[src/rtl/dpram_arb_pkg.sv]
// Shared helpers for the dpram round-robin arbiter: index width and one-hot decode.
package dpram_arb_pkg;

  // Index width for N requesters, never below one bit.
  function automatic int clog2_min1(input int n);
    return (n <= 2) ? 1 : $clog2(n);
  endfunction

  // One-hot to binary index (up to 16 requesters); an all-zero vector maps to 0.
  function automatic int onehot2idx(input logic [15:0] oh);
    int idx;
    idx = 0;
    for (int i = 0; i < 16; i++) begin
      if (oh[i]) idx = idx | i;
    end
    return idx;
  endfunction

endpackage

[src/rtl/dpram_rr_arbiter_rr_arb.sv]
// Round-robin arbiter: combinational one-hot grant, search starts at ptr and wraps.
// ptr moves to one past the granted index; with no request it holds.
// Grants are forced to zero while rst is high.
module rr_arb
  import dpram_arb_pkg::*;
#(
  parameter int N  = 4,
  parameter int IW = clog2_min1(N)
) (
  input  logic          clk,
  input  logic          rst,
  input  logic [N-1:0]  req,
  output logic [N-1:0]  gnt,
  output logic [IW-1:0] gnt_idx
);

  logic [IW-1:0] ptr;

  // First pass covers ptr..N-1, second pass wraps to 0..ptr-1.
  always_comb begin
    gnt = '0;
    if (!rst) begin
      for (int i = 0; i < N; i++) begin
        if (~|gnt && req[i] && (i >= int'(ptr))) gnt[i] = 1'b1;
      end
      for (int i = 0; i < N; i++) begin
        if (~|gnt && req[i]) gnt[i] = 1'b1;
      end
    end
    gnt_idx = IW'(onehot2idx(16'(gnt)));
  end

  // Pointer advances past the winner so it gets lowest priority next time.
  always_ff @(posedge clk) begin
    if (rst) begin
      ptr <= '0;
    end else if (|gnt) begin
      ptr <= (gnt_idx == IW'(N - 1)) ? '0 : gnt_idx + 1'b1;
    end
  end

endmodule

[src/rtl/dpram_rr_arbiter.sv]
// Shares one single-clock dpram (one read port, one write port) between NUM_REQ
// requesters with independent round-robin arbitration per port.
// Read data returns RD_LAT (0 or 1) cycles after the grant with a one-hot rd_vld.
// Optional build macro DPRAM_RR_ARBITER_RAW_BYPASS_EN: a same-cycle read and write
// to the same address returns the new write data instead of the old RAM contents.
// Handshake: a requester holds req until it sees its gnt bit in the same cycle;
// the grant cycle is the transfer cycle, there is no separate ready.
module dpram_rr_arbiter
  import dpram_arb_pkg::*;
#(
  parameter int NUM_REQ = 4,
  parameter int AW      = 16,
  parameter int DW      = 8,
  parameter int RD_LAT  = 1
) (
  input  logic                  clk,
  input  logic                  rst,
  input  logic [NUM_REQ-1:0]    rd_req,
  input  logic [NUM_REQ*AW-1:0] rd_addr,
  output logic [NUM_REQ-1:0]    rd_gnt,
  output logic [NUM_REQ-1:0]    rd_vld,
  output logic [DW-1:0]         rd_data,
  input  logic [NUM_REQ-1:0]    wr_req,
  input  logic [NUM_REQ*AW-1:0] wr_addr,
  input  logic [NUM_REQ*DW-1:0] wr_data,
  output logic [NUM_REQ-1:0]    wr_gnt,
  output logic [AW-1:0]         ram_raddr,
  input  logic [DW-1:0]         ram_dout,
  output logic                  ram_we,
  output logic [AW-1:0]         ram_waddr,
  output logic [DW-1:0]         ram_din
);

  localparam int IW = clog2_min1(NUM_REQ);

  logic [IW-1:0] rd_idx;
  logic [IW-1:0] wr_idx;
  logic [AW-1:0] raddr_q;

  rr_arb #(.N(NUM_REQ), .IW(IW)) u_rd_arb (
    .clk     (clk),
    .rst     (rst),
    .req     (rd_req),
    .gnt     (rd_gnt),
    .gnt_idx (rd_idx)
  );

  rr_arb #(.N(NUM_REQ), .IW(IW)) u_wr_arb (
    .clk     (clk),
    .rst     (rst),
    .req     (wr_req),
    .gnt     (wr_gnt),
    .gnt_idx (wr_idx)
  );

  // Read address follows the winner and otherwise parks on the last value.
  always_comb begin
    ram_raddr = raddr_q;
    if (rst) begin
      ram_raddr = '0;
    end else if (|rd_gnt) begin
      ram_raddr = rd_addr[int'(rd_idx)*AW +: AW];
    end
  end

  // Remember the last driven read address so an idle port does not toggle.
  always_ff @(posedge clk) begin
    if (rst) raddr_q <= '0;
    else     raddr_q <= ram_raddr;
  end

  // Write port is a straight mux of the granted requester.
  always_comb begin
    ram_we    = |wr_gnt;
    ram_waddr = '0;
    ram_din   = '0;
    if (|wr_gnt) begin
      ram_waddr = wr_addr[int'(wr_idx)*AW +: AW];
      ram_din   = wr_data[int'(wr_idx)*DW +: DW];
    end
  end

`ifdef DPRAM_RR_ARBITER_RAW_BYPASS_EN
  logic raw_hit;
  assign raw_hit = (|rd_gnt) && ram_we && (ram_raddr == ram_waddr);
`endif

  generate
    if (RD_LAT == 0) begin : g_lat0
      assign rd_vld = rd_gnt;
`ifdef DPRAM_RR_ARBITER_RAW_BYPASS_EN
      assign rd_data = raw_hit ? ram_din : ram_dout;
`else
      assign rd_data = ram_dout;
`endif
    end else begin : g_lat1
      logic [NUM_REQ-1:0] tag_q;

      // Tag remembers who was granted so the returning data can be routed.
      always_ff @(posedge clk) begin
        if (rst) tag_q <= '0;
        else     tag_q <= rd_gnt;
      end

      // A read granted just before reset must not surface while reset is high.
      assign rd_vld = rst ? '0 : tag_q;

`ifdef DPRAM_RR_ARBITER_RAW_BYPASS_EN
      logic          byp_hit_q;
      logic [DW-1:0] byp_data_q;

      // Write data captured alongside the tag for a same-address collision.
      always_ff @(posedge clk) begin
        if (rst) begin
          byp_hit_q  <= 1'b0;
          byp_data_q <= '0;
        end else begin
          byp_hit_q  <= raw_hit;
          byp_data_q <= ram_din;
        end
      end

      assign rd_data = byp_hit_q ? byp_data_q : ram_dout;
`else
      assign rd_data = ram_dout;
`endif
    end
  endgenerate

endmodule

[config.mk]
export PLATFORM = sky130hd
export DESIGN_NAME = dpram_rr_arbiter
export DESIGN_NICKNAME = d
export VERILOG_FILES = /design/src/rtl/dpram_arb_pkg.sv /design/src/rtl/dpram_rr_arbiter_rr_arb.sv /design/src/rtl/dpram_rr_arbiter.sv
export SDC_FILE = /design/constraint.sdc
export NUM_CORES = 1
export LEC_CHECK = 0
export BUFFER_PORTS_ARGS = -buffer_cell sky130_fd_sc_hd__buf_2
export CORE_AREA = 2 2 93 95
export CTS_CLUSTER_SIZE = 25
export DETAILED_ROUTE_END_ITERATION = 6
export DIE_AREA = 0 0 95 97
export PLACE_DENSITY_LB_ADDON = 0.2
export SYNTH_ARGS = -nofsm -noshare
export SYNTH_HDL_FRONTEND = slang
export SYNTH_SLANG_ARGS = --single-unit
[constraint.sdc]
create_clock -name clk -period 2.22 [get_ports clk]
set_input_delay 0.111 -clock clk [delete_from_list [all_inputs] [get_ports clk]]
set_output_delay 0.111 -clock clk [all_outputs]
set_load 0.005 [all_outputs]
==> run_results.csv, run 1 <==
group,metric,value,unit
outcome,status,"complete, but fails checks",
outcome,violations,"negative setup slack",
synthesis,synth_edf_count,0,
timing,slew_viol_final,0,
setup_path,critPathMaxFanout,14,
setup_path,cp.required,2.11,ns
grt,grt_pass1_wl,21.2,mm
synthesis,yosysUniqueCellTypes,43,
hold_path,hold_path.startpoint,"rd_req[2]",
placed_design,numPortBuffers,222,
clock_network,cts_tree,"built",
grt,antenna_found_initial,2,
timing,maxSlewHeadroom,51.4,%
setup_path,worstSetupStartpointType,"flip-flop",
synthesis,synth-seq-cells,24,
pwr,finalPower,0.00265,W
timing,skew,0.00588,ns
cells_and_area,instances_no_fill,773,
synthesis,syn_area_per_cell,7.29,um2
die,start_util,34.8,%
grt,grt_usage,28.6,%
pwr,powerDensity,457,mW/mm2
timing,grt_setup_unrepaired,"yes",
timing,fin_crit,2.45,ns
route,drc,0,
pwr,p_leak,2.72,nW
synthesis,synthTopCellsByCount,"nand2_1, nor2_1, a32o_1",
cells_and_area,fin_nets,845,
route,vias,4713,
setup_path,critPathArrivalTime,2.34,ns
synthesis,syn_inst,389,
hold_path,whs_path_depth,3,
synthesis,synth_top_cells_by_area,"dfxtp_1, a32o_1, a221oi_1",
route,wl_per_cell,21.7,um
clock_network,htreeDepth,1,
setup_path,crit_type,"reg2out",
die,core_area,0.00813,mm2
synthesis,synth_top_area_cell,"dfxtp_1",
grt,grt_max_degree,33,
pwr,vdd_ir_drop_max,0.281,mV
placed_design,dpl_worst_slack,-0.317,ns
timing,max_clock_freq,0.409,GHz
die,die_h,97,um
timing,postLayoutSetupSlackWorst,-0.227,ns
synthesis,synth_top_area_share,17.0,%
route,dr.first_iter.drc_count,316,
synthesis,netlist_area,0.00283,mm2
placed_design,hpwl,8.71,mm
synthesis,ys.flop_type,"dfxtp_1",
clock_network,clk_pin_slew_worst_paths,0.09,ns
synthesis,syn_nets,567,
route,via_per_inst,6.10,
hold_path,min_path_type,"in2reg",
clock_network,cts_root_buf,"clkbuf_8",
route,ant_nets,0,
synthesis,ys_warn_count,0,
die,die_x,95,um
setup_path,regToRegStartpoint,"u_rd_arb.ptr[0]",
flow_run,maxCapViolations,0,
timing,period_share,110,%
grt,overflow,0,
grt,grt_pass1_vias,4280,
clock_network,cts_made_buffers,3,
cells_and_area,drive_above_1_share,69.4,%
placed_design,dp_cells,702,
synthesis,async_reset_ff_share,0,%
die,dieArea,0.00922,mm2
clock_network,clockBufferDepth,2,
setup_path,worst_r2r_path_depth,11,
clock_network,cts_sinks,24,
timing,setup_viol,40,
route,first_pass_iters,5,
cells_and_area,area_growth_syn_to_layout,105,%
clock_network,clkLatencyLatePin,0.28,ns
clock_network,cts_hold_buffers,0,
timing,worst_pin_slew,0.726,ns
placed_design,gp_congestion,0.853,
setup_path,startpoint,"u_wr_arb.ptr[1]",
die,pin_count,239,
die,rows,33,
route,routed_wl,16.8,mm
timing,hold_violations,0,
setup_path,cp-end-kind,"output port",
synthesis,synth_most_common_cell,"nand2_1",
synthesis,ys_seq_area_share,17.0,%
==> registers in the layout, indices dropped and copies added (netlist names) <==
register / cells
raddr_q: 16
g_lat1.tag_q: 4
u_rd_arb.ptr: 2
u_wr_arb.ptr: 2
==> metal layers <==
metal | vias to the layer above | global-route usage, % | share of wire [%]
met5 | - | 0 | 0.072
met1 | 2224 | 35.0 | 37
met3 | 88 | 5.53 | 9.7
li1 | 2052 | - | -
met2 | 347 | 49.2 | 48
met4 | 2 | 9.81 | 5.2
==> worst paths after layout <==
check	endpoint	slack (ns)
worst max register to register	raddr_q[4]	0
worst min-delay path	g_lat1.tag_q[2]	0.19
worst max-delay path	ram_waddr[8]	-0.23
worst min register to register	raddr_q[11]	0.48
==> critical path: stages, from the launching register on <==
cell and delay (ns):
dfxtp_4 0.39, nand2_2 0.05, a211o_1 0.29, or2_4 0.30, buf_12 0.16, and2_4 0.19, buf_12 0.17, o21ai_4 0.23
a211oi_2 0.13, buf_2 0.16
==> layout make-up <==
type                       instances  area (um2)
antenna                            2        5.00
clock buffer                       3        41.3
clock inverter                     1        30.0
fill                             571        2330
inverter                           8        40.0
multi-input combinational        315        2860
sequential                        24         493
tap                              105         131
timing repair buffer             315        2200
==> power by group <==
part	switching, W	internal [W]	total [W]
Combinational	0.000858	0.000870	0.00173
Sequential	0.0000351	0.000486	0.000521
Clock	0.000162	0.000241	0.000403
==> cell usage in the layout (no fill, tap or decap), types with 7 or more instances in the layout <==
| master | instances |
|---|---|
| nor2_1 | 23 |
| buf_4 | 55 |
| o21ai_1 | 12 |
| nor2b_1 | 8 |
| mux2i_1 | 8 |
| and2_1 | 8 |
| and2_4 | 19 |
| a211oi_1 | 8 |
| o21ai_4 | 11 |
| a21oi_1 | 7 |
| nand3_1 | 16 |
| buf_12 | 12 |
| a211oi_2 | 16 |
| a221oi_2 | 16 |
| a221oi_4 | 8 |
| nand2_1 | 35 |
| nor2_4 | 9 |
| o21ai_2 | 20 |
| dfxtp_1 | 20 |
| buf_2 | 223 |
| a32o_1 | 31 |
| buf_6 | 13 |
| nor2_2 | 7 |
==> metrics by stage <==
step                      hold WS [ns]  setup TNS [ns]  instance area (um2)  util, %
final                            0.191           -4.89                 5800     71.3
after global routing             0.208           -7.93                 5800     71.3
after CTS                        0.179           -1.95                 5110     62.9
after detailed placement         0.222           -9.11                 4130     50.8
after global placement           0.222           -6.01                 4130     50.8
after floorplan                  0.259               0                 2830        -
==> what timing repair did <==
item                                    4_1_cts  5_1_grt
pin swaps                                    46       67
endpoints found under the setup margin       57       41
gates cloned                                 11        4
buffers inserted                             36       19
hold endpoints to repair                      0        0
resized for setup                           119      105
==> cells by family (layout without fill, tap and decap cells) <==
group | count (synthesis) | count (layout) | synth area share, %
AND/OR/NAND/NOR | 135 | 139 | 23.0
flip-flops | 24 | 24 | 17.0
buffers and inverters | 55 | 327 | 10.8
AO/OA/AOI/OAI | 159 | 160 | 43.6
multiplexers | 16 | 16 | 5.65
other | 0 | 2 | 0
(Power assumes the default switching activity.)
==> run 2, diff against run 1 <==
Clock period 2.22 ns to 2.4 ns, I/O delays scaled along.
==> run 2 against run 1 <==
Net effect:
- the flow still finishes with violations (negative setup slack)
- flip-flop and latch count stayed put
- worst setup slack gained 0.17 ns
- wire length fell by 25%
- count of clock-buffer cells in the layout stayed put
- cell count fell by 7.0%
- critical path depth grew 2
- sequential share of layout area grew 2.4 points
- core utilization is 15 points lower
- global-route usage down 4.3 points
- non-clock buffer count down 48
- die area stayed put
- critical endpoint is now ram_raddr[13]
==> run_results.csv, run 2 (synthesis gave the netlist of run 1 again) <==
group,metric,value,unit
outcome,status,"complete, but fails checks",
outcome,violations,"negative setup slack",
route,drc,0,
clock_network,clockBufferDepth,2,
clock_network,cts_sinks,24,
cells_and_area,postLayoutCellArea,0.00454,mm2
timing,period_share,102,%
grt,grt_pass1_vias,3752,
die,rows,33,
placed_design,placed_cell_area,0.00405,mm2
setup_path,crit_type,"reg2out",
cells_and_area,largestRegisters,"raddr_q (16), g_lat1.tag_q (4)",
grt,grt_usage,24.2,%
die,start_util,34.8,%
die,dieArea,0.00922,mm2
route,routed_wl,12.5,mm
cells_and_area,antennaDiodeCount,0,
timing,maxSlewHeadroom,23.1,%
clock_network,cts_root_buf,"clkbuf_8",
timing,hold_violations,0,
route,via_per_inst,5.70,
placed_design,numPortBuffers,222,
route,vias,4101,
clock_network,clkLatencyLatePin,0.27,ns
timing,fin_crit,2.46,ns
setup_path,worstSetupStartpointType,"flip-flop",
route,first_pass_iters,5,
clock_network,htreeDepth,1,
cells_and_area,area_growth_syn_to_layout,60.4,%
flow_run,maxCapViolations,0,
cells_and_area,final_cell_mix,"buf_2, nand2_1, nor2_1, a32o_1, buf_4",
timing,setup_viol,14,
hold_path,whs_path_depth,3,
clock_network,clk_pin_slew_worst_paths,0.09,ns
hold_path,min_path_type,"in2reg",
setup_path,cp_top_family,"compound AO/OA/AOI/OAI gates",
timing,skew,0.00803,ns
die,core_area,0.00813,mm2
setup_path,r2r_slack,0.15,ns
route,dr.first_iter.drc_count,200,
cells_and_area,nFillCells,816,
route,wl_per_cell,17.4,um
hold_path,min_to,"g_lat1.tag_q[2]",
clock_network,cts_made_buffers,3,
route,ant_nets,0,
setup_path,critPathBufInv,4,
setup_path,critPathArrivalTime,2.34,ns
cells_and_area,largest_reg_flops,16,
setup_path,cp-end-kind,"output port",
die,die_h,97,um
timing,postLayoutSetupSlackWorst,-0.0582,ns
timing,setup_tns,-0.285,ns
pwr,p_leak,2.21,nW
grt,antenna_found_initial,0,
cells_and_area,drive_above_1_share,54.2,%
hold_path,hold_path.startpoint,"rd_req[2]",
cells_and_area,top_register,"raddr_q",
timing,slew_viol_final,0,
setup_path,critPathMaxStageDelay,0.39,ns
grt,grt_max_degree,33,
die,pin_count,239,
setup_path,r2r-end,"raddr_q[0]",
grt,grt_pass1_wl,18.3,mm
pwr,vdd_ir_drop_max,0.215,mV
setup_path,regToRegStartpoint,"u_rd_arb.ptr[1]",
die,die_x,95,um
timing,grt_setup_unrepaired,"yes",
cells_and_area,fin_nets,794,
placed_design,gp_congestion,0.837,
timing,worst_pin_slew,1.15,ns
setup_path,path_cells,"a21oi_2, o211ai_2, nand2b_4, inv_8, a21oi_4, buf_6, buf_12, mux2i_4, o21ai_2, a32o_1, buf_2",
setup_path,crit_slowest_cell,"dfxtp_4",
timing,max_clock_freq,0.407,GHz
clock_network,cts_hold_buffers,0,
setup_path,critPathMaxFanout,7,
clock_network,cts_tree,"built",
setup_path,worst_r2r_path_depth,12,
setup_path,cp.required,2.28,ns
placed_design,hpwl,8.73,mm
grt,overflow,0,
cells_and_area,final_common_cell,"buf_2",
pwr,powerDensity,402,mW/mm2
[run 2: changes by cell type in the layout (fill, tap and decap cells not counted), sizes merged]
cell and change:
bufinv -1, clkbuf -2, buf -46, diode -2, nor2 -3
[run 2: power breakdown]
part / internal (W) / leakage [nW] / switching (W)
Combinational: 0.000549 / 1.99 / 0.000549
Sequential: 0.000450 / 0.201 / 0.0000379
Clock: 0.000112 / 0.0216 / 0.000131
Total: 0.00111 / 2.21 / 0.000718
[run 2: stage by stage]
stage	total power, W	std cells	hold slack, ns	setup WS, ns	utilization (%)
detailed placement	0.00142	693	0.240	-0.134	49.8
global route	0.00195	719	0.201	-0.131	55.9
CTS	0.00174	707	0.182	-0.0492	52.7
floorplan	0.00103	389	0.268	0.368	-
finish	0.00183	719	0.211	-0.0582	55.9
global placement	0.00140	693	0.240	-0.0819	49.8
[run 2: cell type report]
class | count | area, um2 | share of cell area (%)
clock buffers | 3 | 41.3 | 0.909
inverters | 8 | 37.5 | 0.826
multi-input cells | 312 | 2280 | 50.3
flip-flops and latches | 24 | 493 | 10.8
well taps | 105 | 131 | 2.89
repair buffers | 267 | 1560 | 34.3
[run 2: metal layers]
metal  vias up  wire length [um]  global-route usage (%)
met3        16               905                    3.19
met4         0               174                    4.79
met1      1938              5010                    30.9
li1       1927                 -                       -
met2       220              6410                    43.1
met5         -                 0                       0
[run 2: timing repair]
action | 4_1_cts | 5_1_grt
gates cloned | 3 | 2
buffers inserted | 8 | 10
gates resized for setup | 27 | 38
setup endpoints to repair | 49 | 40
pin swaps | 4 | 8
[run 2: worst max path at each step]
stage / cells past startpoint / slack, ns / startpoint / end
after detailed placement: 7 / -0.13 / u_rd_arb.ptr[0] / ram_raddr[13]
after floorplan: 11 / 0.37 / u_rd_arb.ptr[1] / ram_raddr[10]
final: 11 / -0.06 / u_rd_arb.ptr[1] / ram_raddr[13]
after global routing: 11 / -0.13 / u_rd_arb.ptr[1] / ram_raddr[13]
after CTS: 10 / -0.05 / u_rd_arb.ptr[1] / ram_raddr[1]
after global placement: 7 / -0.08 / u_rd_arb.ptr[1] / ram_raddr[5]
[run 2: tightest hold or removal path, delay by kind of cell]
kind / cells / cell delay [ns]
buffers and inverters: 1 / 0.15
AND/OR/NAND/NOR: 1 / 0.11
AO/OA/AOI/OAI: 1 / 0.06
==> run 3, diff against run 2 <==
Settings changed: CELL_PAD_IN_SITES_DETAIL_PLACEMENT set to 1, CELL_PAD_IN_SITES_GLOBAL_PLACEMENT set to 1, CORE_AREA 2 2 93 95 to not set, CORE_ASPECT_RATIO set to 0.75, CORE_MARGIN set to 2, CORE_UTILIZATION set to 25, DIE_AREA 0 0 95 97 to not set.
==> run 3 against run 2 <==
Net effect:
- the run now ends clean
- count of clock-buffer cells in the layout unchanged
- core utilization fell by 15 points
- clock power is 100% higher
- sequential share of layout area is essentially flat
- critical path type unchanged
- clock skew about the same
- highest routed layer unchanged
- sequential power barely moved
- non-clock buffer count down 8
- power rose by 11%
- register-to-register slack better by 0.22 ns
==> run_results.csv, run 3 (synthesis gave the netlist of run 1 again) <==
group,metric,value,unit
cells_and_area,area_growth_syn_to_layout,59.4,%
placed_design,gp_congestion,0.835,
pwr,vdd_ir_drop_max,0.283,mV
timing,skew,0.00759,ns
setup_path,crit_type,"reg2out",
cells_and_area,largest_reg_flops,16,
grt,overflow,0,
die,dieArea,0.0122,mm2
clock_network,cts_tree,"built",
clock_network,cts_sinks,24,
clock_network,clk_pin_slew_worst_paths,0.06,ns
timing,max_clock_freq,0.433,GHz
pwr,powerDensity,450,mW/mm2
cells_and_area,fin_nets,784,
timing,slew_viol_final,0,
die,die_h,96.2,um
route,routed_wl,13.6,mm
setup_path,critPathArrivalTime,2.19,ns
setup_path,cp.required,2.28,ns
die,die_x,127,um
grt,grt_pass1_vias,3895,
pwr,finalPower,0.00203,W
die,pin_count,239,
flow_run,maxCapViolations,0,
setup_path,cp-end-kind,"output port",
timing,fin_crit,2.31,ns
timing,setup_viol,0,
cells_and_area,antennaDiodeCount,0,
grt,grt_max_degree,42,
clock_network,clockBufferDepth,2,
outcome,status,"finished clean",
hold_path,min_path_type,"in2reg",
grt,grt_usage,20.1,%
route,dr.first_iter.drc_count,139,
grt,grt_pass1_wl,19.8,mm
route,ant_nets,0,
timing,hold_violations,0,
die,core_area,0.0110,mm2
clock_network,clkLatencyLatePin,0.27,ns
grt,antenna_found_initial,0,
route,wl_per_cell,18.2,um
clock_network,cts_made_buffers,3,
cells_and_area,drive_above_1_share,51.6,%
die,start_util,25.8,%
clock_network,cts_root_buf,"clkbuf_16",
route,first_pass_iters,4,
timing,worst_pin_slew,0.405,ns
placed_design,numPortBuffers,222,
clock_network,htreeDepth,1,
route,via_per_inst,5.29,
pwr,p_leak,2.21,nW
placed_design,hpwl,10.2,mm
route,drc,0,
cells_and_area,final_common_cell,"buf_2",
cells_and_area,top_register,"raddr_q",
route,vias,3943,
placed_design,dp_cells,726,
timing,period_share,96.2,%
timing,maxSlewHeadroom,72.7,%
setup_path,critPathMaxFanout,6,
cells_and_area,instances_no_fill,745,
cells_and_area,final_cell_mix,"buf_2, nand2_1, nor2_1, a32o_1",
cells_and_area,nFillCells,1408,
timing,grt_setup_unrepaired,"yes",
setup_path,worstSetupStartpointType,"flip-flop",
die,rows,33,
cells_and_area,largestRegisters,"raddr_q (16), g_lat1.tag_q (4)",
==> run 3: cell types whose count changed in the layout (fill, tap and decap cells not counted), moves of 4 or more <==
cell / before / now
buf_4: 32 / 25
a211oi_1: 16 / 21
a221oi_2: 8 / 3
a211oi_2: 10 / 4
mux2i_1: 8 / 12
a221oi_1: 16 / 21
mux2i_2: 5 / 1
==> run 3: layer usage <==
layer / vias up / global-route usage (%) / wire length (um)
met4: 0 / 4.03 / 146
met2: 112 / 35.3 / 6720
li1: 1902 / - / -
met5: - / 0 / 0
met3: 12 / 4.45 / 738
met1: 1917 / 25.6 / 5970
==> run 3: final cells by class <==
cell class | count | area [um2] | area share (%)
Clock inverter | 1 | 30.0 | 0.665
Inverter | 8 | 42.5 | 0.942
Timing Repair Buffer | 259 | 1510 | 33.5
Sequential cell | 24 | 490 | 10.9
Clock buffer | 3 | 75.1 | 1.66
Multi-Input combinational cell | 310 | 2190 | 48.5
Tap cell | 140 | 175 | 3.88
==> run 3: power breakdown <==
| group | leakage, nW | switching [W] | internal [W] |
|---|---|---|---|
| combinational | 1.96 | 0.000526 | 0.000526 |
| clock | 0.0511 | 0.000164 | 0.000332 |
| sequential | 0.201 | 0.0000358 | 0.000450 |
==> run 3: worst paths after layout <==
| check | startpoint | end | slack (ns) | depth (start not counted) |
|---|---|---|---|---|
| max reg2reg | u_rd_arb.ptr[1] | raddr_q[5] | 0.37 | 11 |
| min reg2reg | raddr_q[15] | raddr_q[15] | 0.47 | 1 |
| max | u_rd_arb.ptr[1] | ram_raddr[5] | 0.09 | 11 |
| min | rst | u_wr_arb.ptr[1] | 0.17 | 2 |
==> run 3: repair_timing <==
action	in CTS	in global routing
cloned	1	0
pin swaps	2	6
setup buffers	9	6
endpoints found under the setup margin	40	40
gates resized for setup	11	36
hold buffers	0	0
==> run 3: metrics by stage <==
step,instance area (um2),TNS (ns),utilization (%),hold WS [ns],setup WS [ns]
after floorplan,2830,0,-,0.268,0.368
after global placement,4130,0,37.6,0.240,0.102
after detailed placement,4130,-0.0573,37.6,0.240,-0.0338
after CTS,4370,-0.0190,39.8,0.167,-0.0102
after global routing,4520,-0.173,41.1,0.201,-0.0486
final,4520,0,41.1,0.168,0.0902
==> run 3: worst max-delay path, cell delays in order, from the launching register on <==
cell      delay [ns]
dfxtp_4         0.36
a21oi_2         0.05
o211ai_2        0.16
nand2b_4        0.19
clkinv_8        0.06
a21oi_4         0.15
buf_6           0.14
buf_16          0.13
mux2i_2         0.22
o21ai_2         0.08
a32o_1          0.25
buf_2           0.12
